$ cat config.mk
export PLATFORM = sky130hd
export DESIGN_NAME = adc_sample_avg
export DESIGN_NICKNAME = d
export VERILOG_FILES = /design/src/rtl/adc_sample_avg.sv
export SDC_FILE = /design/constraint.sdc
export NUM_CORES = 1
export LEC_CHECK = 0
export CAP_MARGIN = 20
export CELL_PAD_IN_SITES_DETAIL_PLACEMENT = 0
export CELL_PAD_IN_SITES_GLOBAL_PLACEMENT = 1
export CORE_ASPECT_RATIO = 1.2
export CORE_MARGIN = 2
export CORE_UTILIZATION = 30
export CTS_CLUSTER_DIAMETER = 100
export CTS_CLUSTER_SIZE = 12
export DETAILED_ROUTE_END_ITERATION = 6
export GPL_ROUTABILITY_DRIVEN = 0
export PLACE_DENSITY = 0.67
export SLEW_MARGIN = 20
export SYNTH_ARGS = -nofsm -noshare
export SYNTH_HDL_FRONTEND = slang
export SYNTH_SLANG_ARGS = --single-unit
$ cat constraint.sdc
create_clock -name CLOCK_50 -period 13.9 [get_ports CLOCK_50]
set_input_delay 2.78 -clock CLOCK_50 [delete_from_list [all_inputs] [get_ports CLOCK_50]]
set_output_delay 2.78 -clock CLOCK_50 [all_outputs]
set_load 0.01 [all_outputs]
$ cat src/rtl/adc_sample_avg.sv
// Per-channel windowed averager for ADC results with a thermometer LED bar.
// Define PEAK_HOLD_EN to build the peak-hold register driven by peak_clr.
module adc_sample_avg #(
    parameter int DATA_W       = 12,
    parameter int CH_W         = 3,
    parameter int LOG2_MAX_AVG = 4,
    parameter int LED_W        = 10
) (
    input  logic              CLOCK_50,
    input  logic              reset,
    input  logic              sample_valid,
    input  logic [DATA_W-1:0] sample_data,
    input  logic [CH_W-1:0]   sample_ch,
    input  logic [CH_W-1:0]   ch_sel,
    input  logic [2:0]        avg_len,
    input  logic              peak_clr,
    output logic [DATA_W-1:0] avg_data,
    output logic              avg_valid,
    output logic [LED_W-1:0]  ledr_bar,
    output logic [DATA_W-1:0] peak_data
);

    localparam int ACC_W = DATA_W + LOG2_MAX_AVG;
    localparam int CNT_W = LOG2_MAX_AVG + 1;
    localparam int MUL_W = DATA_W + 4;
    localparam logic [2:0] MAX_LEN = 3'(LOG2_MAX_AVG);

    typedef enum logic [1:0] {IDLE, ACCUM, DONE} state_t;

    state_t            state_q, state_d;
    logic [ACC_W-1:0]  acc_q, acc_d;
    logic [CNT_W-1:0]  cnt_q, cnt_d;
    logic [DATA_W-1:0] avg_data_q, avg_data_d;
    logic [LED_W-1:0]  ledr_q, ledr_d;
    logic [CH_W-1:0]   ch_sel_q, ch_sel_d;
    logic [2:0]        avg_len_q, avg_len_d;

    logic [2:0]        eff_len;
    logic [CNT_W-1:0]  win_n;
    logic              cfg_change;
    logic              accept;
    logic              load_avg;
    logic [ACC_W-1:0]  sample_ext;
    logic [MUL_W-1:0]  lit_prod;
    logic [MUL_W-1:0]  lit;

    // Any accepted sample implies the config matches last cycle, so the
    // registered avg_len is the window length in every state.
    assign eff_len    = (avg_len_q > MAX_LEN) ? MAX_LEN : avg_len_q;
    assign win_n      = CNT_W'(1) << eff_len;
    assign cfg_change = (ch_sel != ch_sel_q) || (avg_len != avg_len_q);
    assign accept     = sample_valid && (sample_ch == ch_sel) && !cfg_change;
    assign sample_ext = {{LOG2_MAX_AVG{1'b0}}, sample_data};

    always_ff @(posedge CLOCK_50) begin
        ch_sel_q  <= ch_sel_d;
        avg_len_q <= avg_len_d;
        if (reset) begin
            state_q    <= IDLE;
            acc_q      <= '0;
            cnt_q      <= '0;
            avg_data_q <= '0;
            ledr_q     <= '0;
        end else begin
            state_q    <= state_d;
            acc_q      <= acc_d;
            cnt_q      <= cnt_d;
            avg_data_q <= avg_data_d;
            ledr_q     <= ledr_d;
        end
    end

    always_comb begin
        state_d  = state_q;
        acc_d    = acc_q;
        cnt_d    = cnt_q;
        load_avg = 1'b0;
        case (state_q)
            ACCUM: begin
                if (cfg_change) begin
                    state_d = IDLE;
                    acc_d   = '0;
                    cnt_d   = '0;
                end else if (accept) begin
                    acc_d = acc_q + sample_ext;
                    cnt_d = cnt_q + CNT_W'(1);
                    if (cnt_d == win_n) begin
                        state_d  = DONE;
                        load_avg = 1'b1;
                    end
                end
            end
            default: begin
                // IDLE and DONE both open a fresh window on an accepted sample.
                state_d = IDLE;
                acc_d   = '0;
                cnt_d   = '0;
                if (accept) begin
                    acc_d = sample_ext;
                    cnt_d = CNT_W'(1);
                    if (win_n == CNT_W'(1)) begin
                        state_d  = DONE;
                        load_avg = 1'b1;
                    end else begin
                        state_d = ACCUM;
                    end
                end
            end
        endcase
    end

    always_comb begin
        ch_sel_d   = ch_sel;
        avg_len_d  = avg_len;
        avg_data_d = load_avg ? DATA_W'(acc_d >> eff_len) : avg_data_q;
        lit_prod   = {{(MUL_W-DATA_W){1'b0}}, avg_data_d} * MUL_W'(LED_W + 1);
        lit        = lit_prod >> DATA_W;
        ledr_d     = '0;
        for (int i = 0; i < LED_W; i++) begin
            ledr_d[i] = (MUL_W'(i) < lit);
        end
    end

    always_comb begin
        avg_valid = (state_q == DONE);
        avg_data  = avg_data_q;
        ledr_bar  = ledr_q;
    end

`ifdef PEAK_HOLD_EN
    logic [DATA_W-1:0] peak_q, peak_d;

    // A clear coinciding with a fresh average takes the average, not zero.
    always_comb begin
        peak_d = peak_q;
        if (state_q == DONE) begin
            if (peak_clr || (avg_data_q > peak_q)) begin
                peak_d = avg_data_q;
            end
        end else if (peak_clr) begin
            peak_d = '0;
        end
    end

    always_ff @(posedge CLOCK_50) begin
        if (reset) begin
            peak_q <= '0;
        end else begin
            peak_q <= peak_d;
        end
    end

    assign peak_data = peak_q;
`else
    logic unused_peak_clr;
    assign unused_peak_clr = peak_clr;
    assign peak_data       = '0;
`endif

endmodule

* Word level (Yosys, flattened, before mapping)
Index checks and enable logic that the tools add are counted.
Storage, ports and cells: output and inout bits 35, register bits 51, bits of input ports 25
Operators by class: equality and inequality tests 9, mux-type cells 22, reduce and logical (&&, ||, !) cells 5, order comparisons 11, multiply operators 1, shift-type cells 2, $add $sub $neg 2
Operator list (number):
- two-way mux 16 bit | 3
- two-way mux 12 bit | 2
- adder 16 x 12 -> 16 bit | 1
- less-than comparator 3 x 4 -> 1 bit, first input constant | 4
- multiplier 12 x 4 -> 16 bit, second input constant | 1
- >> shifter 16 x 3 -> 12 bit | 1
- two-way mux 5 bit | 3
- two-way mux 2 bit | 6
- less-than comparator 1 x 4 -> 1 bit, first input constant | 2
- less-than comparator 2 x 4 -> 1 bit, first input constant | 2
- less-than comparator 4 bit, first input constant | 2
- two-way mux 1 bit | 7
- inequality test 3 bit | 2
- inequality test 3 bit, second input constant | 2
- adder 5 x 1 -> 5 bit, second input constant | 1
- equality test 5 x 1 -> 1 bit, second input constant | 1
- equality test 5 bit | 1
- left shift 1 x 3 -> 5 bit, first input constant | 1
- equality test 3 bit | 1
- > comparator 3 bit, second input constant | 1
- two-way mux 3 bit | 1
- equality test 2 x 1 -> 1 bit, second input constant | 1
- equality test 2 bit, second input constant | 1
- logical AND 1 bit | 2
- other kinds (3) | 3

* Longest topological paths before layout
depth in word-level cells 11, gate-level depth with buffers 26, gate-level depth less buffers 26

* Least setup slack after synthesis
Ideal clock, no wire load.
path type input to register, from in sample_data[0], to reg ledr_q[8] (netlist: ledr_bar[8]), data required time 13.780 ns, slack 6.045 ns, arrival 7.736 ns, stages on the path 24, path buffers 0, cells stage by stage ha_1 -> fa_1 -> nand3_1 -> a21boi_0 -> o21ai_0 -> a21oi_1 -> xnor2_1 -> o31ai_1 -> nand2_1 -> mux4_2 -> a31oi_1 -> ha_1 -> inv_1 -> fa_1 -> inv_1 -> ha_1 -> a21o_1 -> a21oi_1 -> o21ai_0 -> a21oi_1 -> o21ai_1 -> or3_1 -> and2_4 -> o31a_1
On the way: word-level cells in the longest chain between the ends 8
RTL lines:
- start: declaration | RTL line 12 | input logic [DATA_W-1:0] sample_data,
- adder 16 x 12 -> 16 bit | RTL line 85 | acc_d = acc_q + sample_ext;
- two-way mux 16 bit | RTL line 84 | end else if (accept) begin
- two-way mux 16 bit | RTL line 80 | if (cfg_change) begin
- two-way mux 16 bit * | RTL line 78 | case (state_q)
- >> shifter 16 x 3 -> 12 bit * | RTL line 115 | avg_data_d = load_avg ? DATA_W'(acc_d >> eff_len) : avg_data_q;
- two-way mux 12 bit * | RTL line 115
- named net avg_data_d[8] | RTL line 33 | logic [DATA_W-1:0] avg_data_q, avg_data_d;
- multiplier 12 x 4 -> 16 bit * | RTL line 116 | lit_prod = {{(MUL_W-DATA_W){1'b0}}, avg_data_d} * MUL_W'(LED_W + 1);
- less-than comparator 4 bit * | RTL line 120 | ledr_d[i] = (MUL_W'(i) < lit);
- end signal: assignment | RTL line 69 | ledr_q <= ledr_d;
- end: declaration | RTL line 34 | logic [LED_W-1:0] ledr_q, ledr_d;
Mark *: on every way through the listed nets, which the timed path passes. The rest lies on a longest branch. A chain may end at the register's enable or synchronous reset.

* Worst setup path after layout
from in sample_data[1], to reg ledr_q[8] (netlist: ledr_bar[8])
The elaborated chain is that of the path after synthesis.

==> flow_summary.toml <==
[critical_path]
most_prevalent_standard_cell_on_the_critical_path = "sky130_fd_sc_hd__ha_1"
endpoint_kind = "register"
timing.critical_path.slowest_stage_cell = "sky130_fd_sc_hd__o31ai_1"
timing.reg2reg.setup_slack_ns = 7.54
critPathCapture = "ledr_bar[8]"
end_of_the_worst_register_to_register_path = "ledr_bar[8]"
worstPathRequired_ns = 14.09
rr_worst_depth = 22
crit_path_max_fanout = 4
setup.worst_path.start = "sample_data[1]"
worst_endpoint_data_arrival_time_ns = 9.16
critical_path_depth = 22
worst_r2r_startpoint = "avg_len_q[1]"
crit_family = "compound AO/OA/AOI/OAI gates"
path_class = "primary input to register"
crit_buf_inv = 1
critical_path_cell_sequence = "clkdlybuf4s50_1 -> ha_1 -> a211o_1 -> a211oi_1 -> o31a_1 -> o21ai_0 -> a21oi_1 -> nand2b_1 -> xnor2_1 -> a311oi_1 -> o31ai_1 -> ha_1 -> fa_1 -> ha_1 -> and3_1 -> nand4_1 -> nor2_1 -> nand3_1 -> nor4_4 -> o21ai_1 -> and2_4 -> o31a_1"
worstSetupStartpointType = "primary input"
timing.critical_path.slowest_cell_delay_ns = 0.69

[logic_synthesis]
yosys.area.top_type = "sky130_fd_sc_hd__dfxtp_1"
async_reset_ff_share_pct = 0
synth_cell_types = 77
syn-instance-count = 523
synth-warning-count = 0
ys_top_cells_by_area = "sky130_fd_sc_hd__dfxtp_1, sky130_fd_sc_hd__ha_1, sky130_fd_sc_hd__nor2_1, sky130_fd_sc_hd__fa_1, sky130_fd_sc_hd__a21oi_1"
mappedNetlistArea_um2 = 4350
synth_seq_cells = 51
synth_enable_flop_cells = 0
avgSynthCellArea_um2 = 8.32
synth_ff_type = "sky130_fd_sc_hd__dfxtp_1"
portion_of_the_post_synthesis_area_used_by_sequential_elements_pct = 23.5
synth_largest_type_area_fraction_pct = 23.5

[clock_network]
clock_tree.htree_level_count = 2
clkSlewWorstSetupHoldPaths_ns = 0.07
cts_root_buf = "sky130_fd_sc_hd__clkbuf_16"
cts_hold_buffers_added = 0
tritoncts_num_sinks = 51
max-clock-path-buffers = 2
cts_buffers = 5
tritoncts = "yes"
cts_setup_buffers = 0
clock_insertion_delay_worst_skew_ns = 0.30
post_cts.resized_instances = 0

[sta]
clock.fmax_mhz = 112
setup_repair_after_global_routing_missed_its_margin = "false"
period_utilization_pct = 64.5
clock_tree_skew_after_final_layout_ns = 0.00519
worstMarginPinSlew_ns = 0.911
final-max-slew-violation-count = 0
slew_headroom_pct = 39.2
setup-tns-final_ns = 0
whs_ns = 0.540
post-route-min-period_ns = 8.97
report.final.hold_viol_count = 0
setup_viol = 0

[floorplan]
core_region_area_um2 = 14300
die_h_um = 136
design.die.area_um2 = 15500
floorplan.die.width_um = 114
ioPinCount = 60
start_util_pct = 30.4
fp-row-count = 48

[finish]
seq_area_um2 = 1020
multi_input_area_um2 = 3090
n_antenna_cell = 0
drive_above_1_share_pct = 6.26
fillCellCount = 1497
synthToLayoutAreaGrowth_pct = 16.5
finished_core_util_pct = 35.5
final_net_count = 631

[min_path]
min_delay_worst_type = "register to register"

[global_route]
maximum_number_of_pins_on_one_net_before_global_route_repair = 32
grt_use_total_pct = 15.0
grt_pass1_vias = 3874
grt-ovfl-total = 0
antenna_violations_before_repair = 0
first_pass_grt_wire_length_um = 18900

[drt]
route.detailed.wl_per_inst_um = 15.7
detail-route-antenna-nets = 0
drt-initial-drc-count = 130
post_drt_via_cell_ratio = 5.26
post-route-drc-count = 0
first_pass_iters = 4
drt_wl_total_um = 11500
dr_total_vias = 3863

[place]
buffer_ports.inserted = 46
post-dp-hpwl_um = 9150

[pwr]
switching_share_pct = 25.0
total_leakage_power_nw = 2.15
power.share.combinational_pct = 11.3
worst_ir_drop_vdd_v = 0.0000464
power_report.internal_total_mw = 0.235
clkPwrFrac_pct = 40.7
sequentialPowerShare_pct = 48.0
power_density_nw_per_um2 = 61.7
power.switching_mw = 0.0783

[flow_run]
drv.max_cap_violation_count = 0

[run_status]
status = "finished, final reports clean"
[final cells by class]
type | count | share of cell area, %
inverter | 27 | 2.00
multi-input combinational | 424 | 61.0
sequential | 51 | 20.1
timing repair buffer | 49 | 9.53
clock buffer | 6 | 2.74
tap | 175 | 4.32
clock inverter | 2 | 0.321
[stage by stage]
| step | power [mW] | cells | worst slack (ns) | area (um^2) |
|---|---|---|---|---|
| 2_1_floorplan | 0.178 | 534 | 6.04 | 4390 |
| 3_3_place_gp | 0.189 | 726 | 4.66 | 4910 |
| 3_5_place_dp | 0.189 | 726 | 4.62 | 4910 |
| 4_1_cts | 0.317 | 734 | 4.90 | 5070 |
| 5_1_grt | 0.325 | 734 | 4.49 | 5070 |
| 6_report | 0.313 | 734 | 4.93 | 5070 |
[registers in the layout (all words and copies together) (netlist names)]
name	cells
cnt_q	5
ch_sel_q	3
state_q	2
ledr_bar	10
acc_q	16
avg_len_q	3
avg_data	12
[worst min path at each step]
stage,startpoint,to,slack (ns),cells after the start
floorplan,cnt_q[1],cnt_q[1],0.51,2
global placement,cnt_q[1],cnt_q[1],0.53,2
detailed placement,cnt_q[1],cnt_q[1],0.54,2
CTS,cnt_q[1],cnt_q[1],0.55,2
global route,cnt_q[1],cnt_q[1],0.58,2
finish,cnt_q[1],cnt_q[1],0.54,2
[power groups by stage]
stage	Sequential (mW)	Clock, mW	Combinational [mW]
after floorplan	0.151	0	0.0268
after global placement	0.153	0	0.0351
after detailed placement	0.153	0	0.0353
after CTS	0.150	0.131	0.0356
after global routing	0.150	0.136	0.0389
final	0.150	0.127	0.0353
[Yosys cell counts (all sizes together), types with 7 or more instances]
library cell   n
nor3          22
a21oi         29
or3            7
o31ai          7
ha            39
nand2         34
and3          13
xnor2         17
nor2          52
and2           9
fa             9
a31oi         10
nand3         14
o21ai         22
a21o          13
clkbuf        16
nand2b         9
inv           26
dfxtp         51
xor2           9
buf           16
a22oi          7
[layer usage]
metal  GRT usage [%]  wire [um]  vias to the layer above
met5               0          0                        -
met4            5.56        214                        0
met3            1.83        287                        9
met2            27.7       5930                       54
met1            17.7       5110                     1844
li1                -          -                     1956
[tightest hold or removal path, cell delays in order, from the launching register on]
cell and delay [ns]:
sky130_fd_sc_hd__dfxtp_1 0.32, sky130_fd_sc_hd__mux2i_1 0.12, sky130_fd_sc_hd__nor3_1 0.05
[logic make-up (layout without fill, tap and decap cells)]
family          count (synthesis)  count (layout)  share of synthesized area [%]
buf+inv                        59              84                           6.44
compound gates                147             147                           24.3
simple gates                  182             182                           21.7
xor+xnor                       27              27                           6.44
flops                          51              51                           23.5
other cells                     1              12                         0.0862
mux                             8               8                           2.16
fa+ha+maj                      48              48                           15.4
[layout by cell type (no fill, tap or decap), types with 6 or more instances in the layout]
master                             n
sky130_fd_sc_hd__xor2_1            9
sky130_fd_sc_hd__nand2_1          34
sky130_fd_sc_hd__clkdlybuf4s50_1  46
sky130_fd_sc_hd__and2_1            8
sky130_fd_sc_hd__a22oi_1           7
sky130_fd_sc_hd__or3_1             7
sky130_fd_sc_hd__o21a_1            6
sky130_fd_sc_hd__dfxtp_1          51
sky130_fd_sc_hd__a21o_1           13
sky130_fd_sc_hd__a21oi_1          28
sky130_fd_sc_hd__nor2_1           52
sky130_fd_sc_hd__mux2i_1           6
sky130_fd_sc_hd__fa_1              9
sky130_fd_sc_hd__nand3_1          14
sky130_fd_sc_hd__ha_1             39
sky130_fd_sc_hd__conb_1           12
sky130_fd_sc_hd__xnor2_1          13
sky130_fd_sc_hd__inv_1            26
sky130_fd_sc_hd__and3_1           13
sky130_fd_sc_hd__o21ai_0          19
sky130_fd_sc_hd__a31oi_1           9
sky130_fd_sc_hd__o31ai_1           7
sky130_fd_sc_hd__nor3_1           19
sky130_fd_sc_hd__nand2b_1          9
No activity file was read; power rests on OpenSTA's default activity.
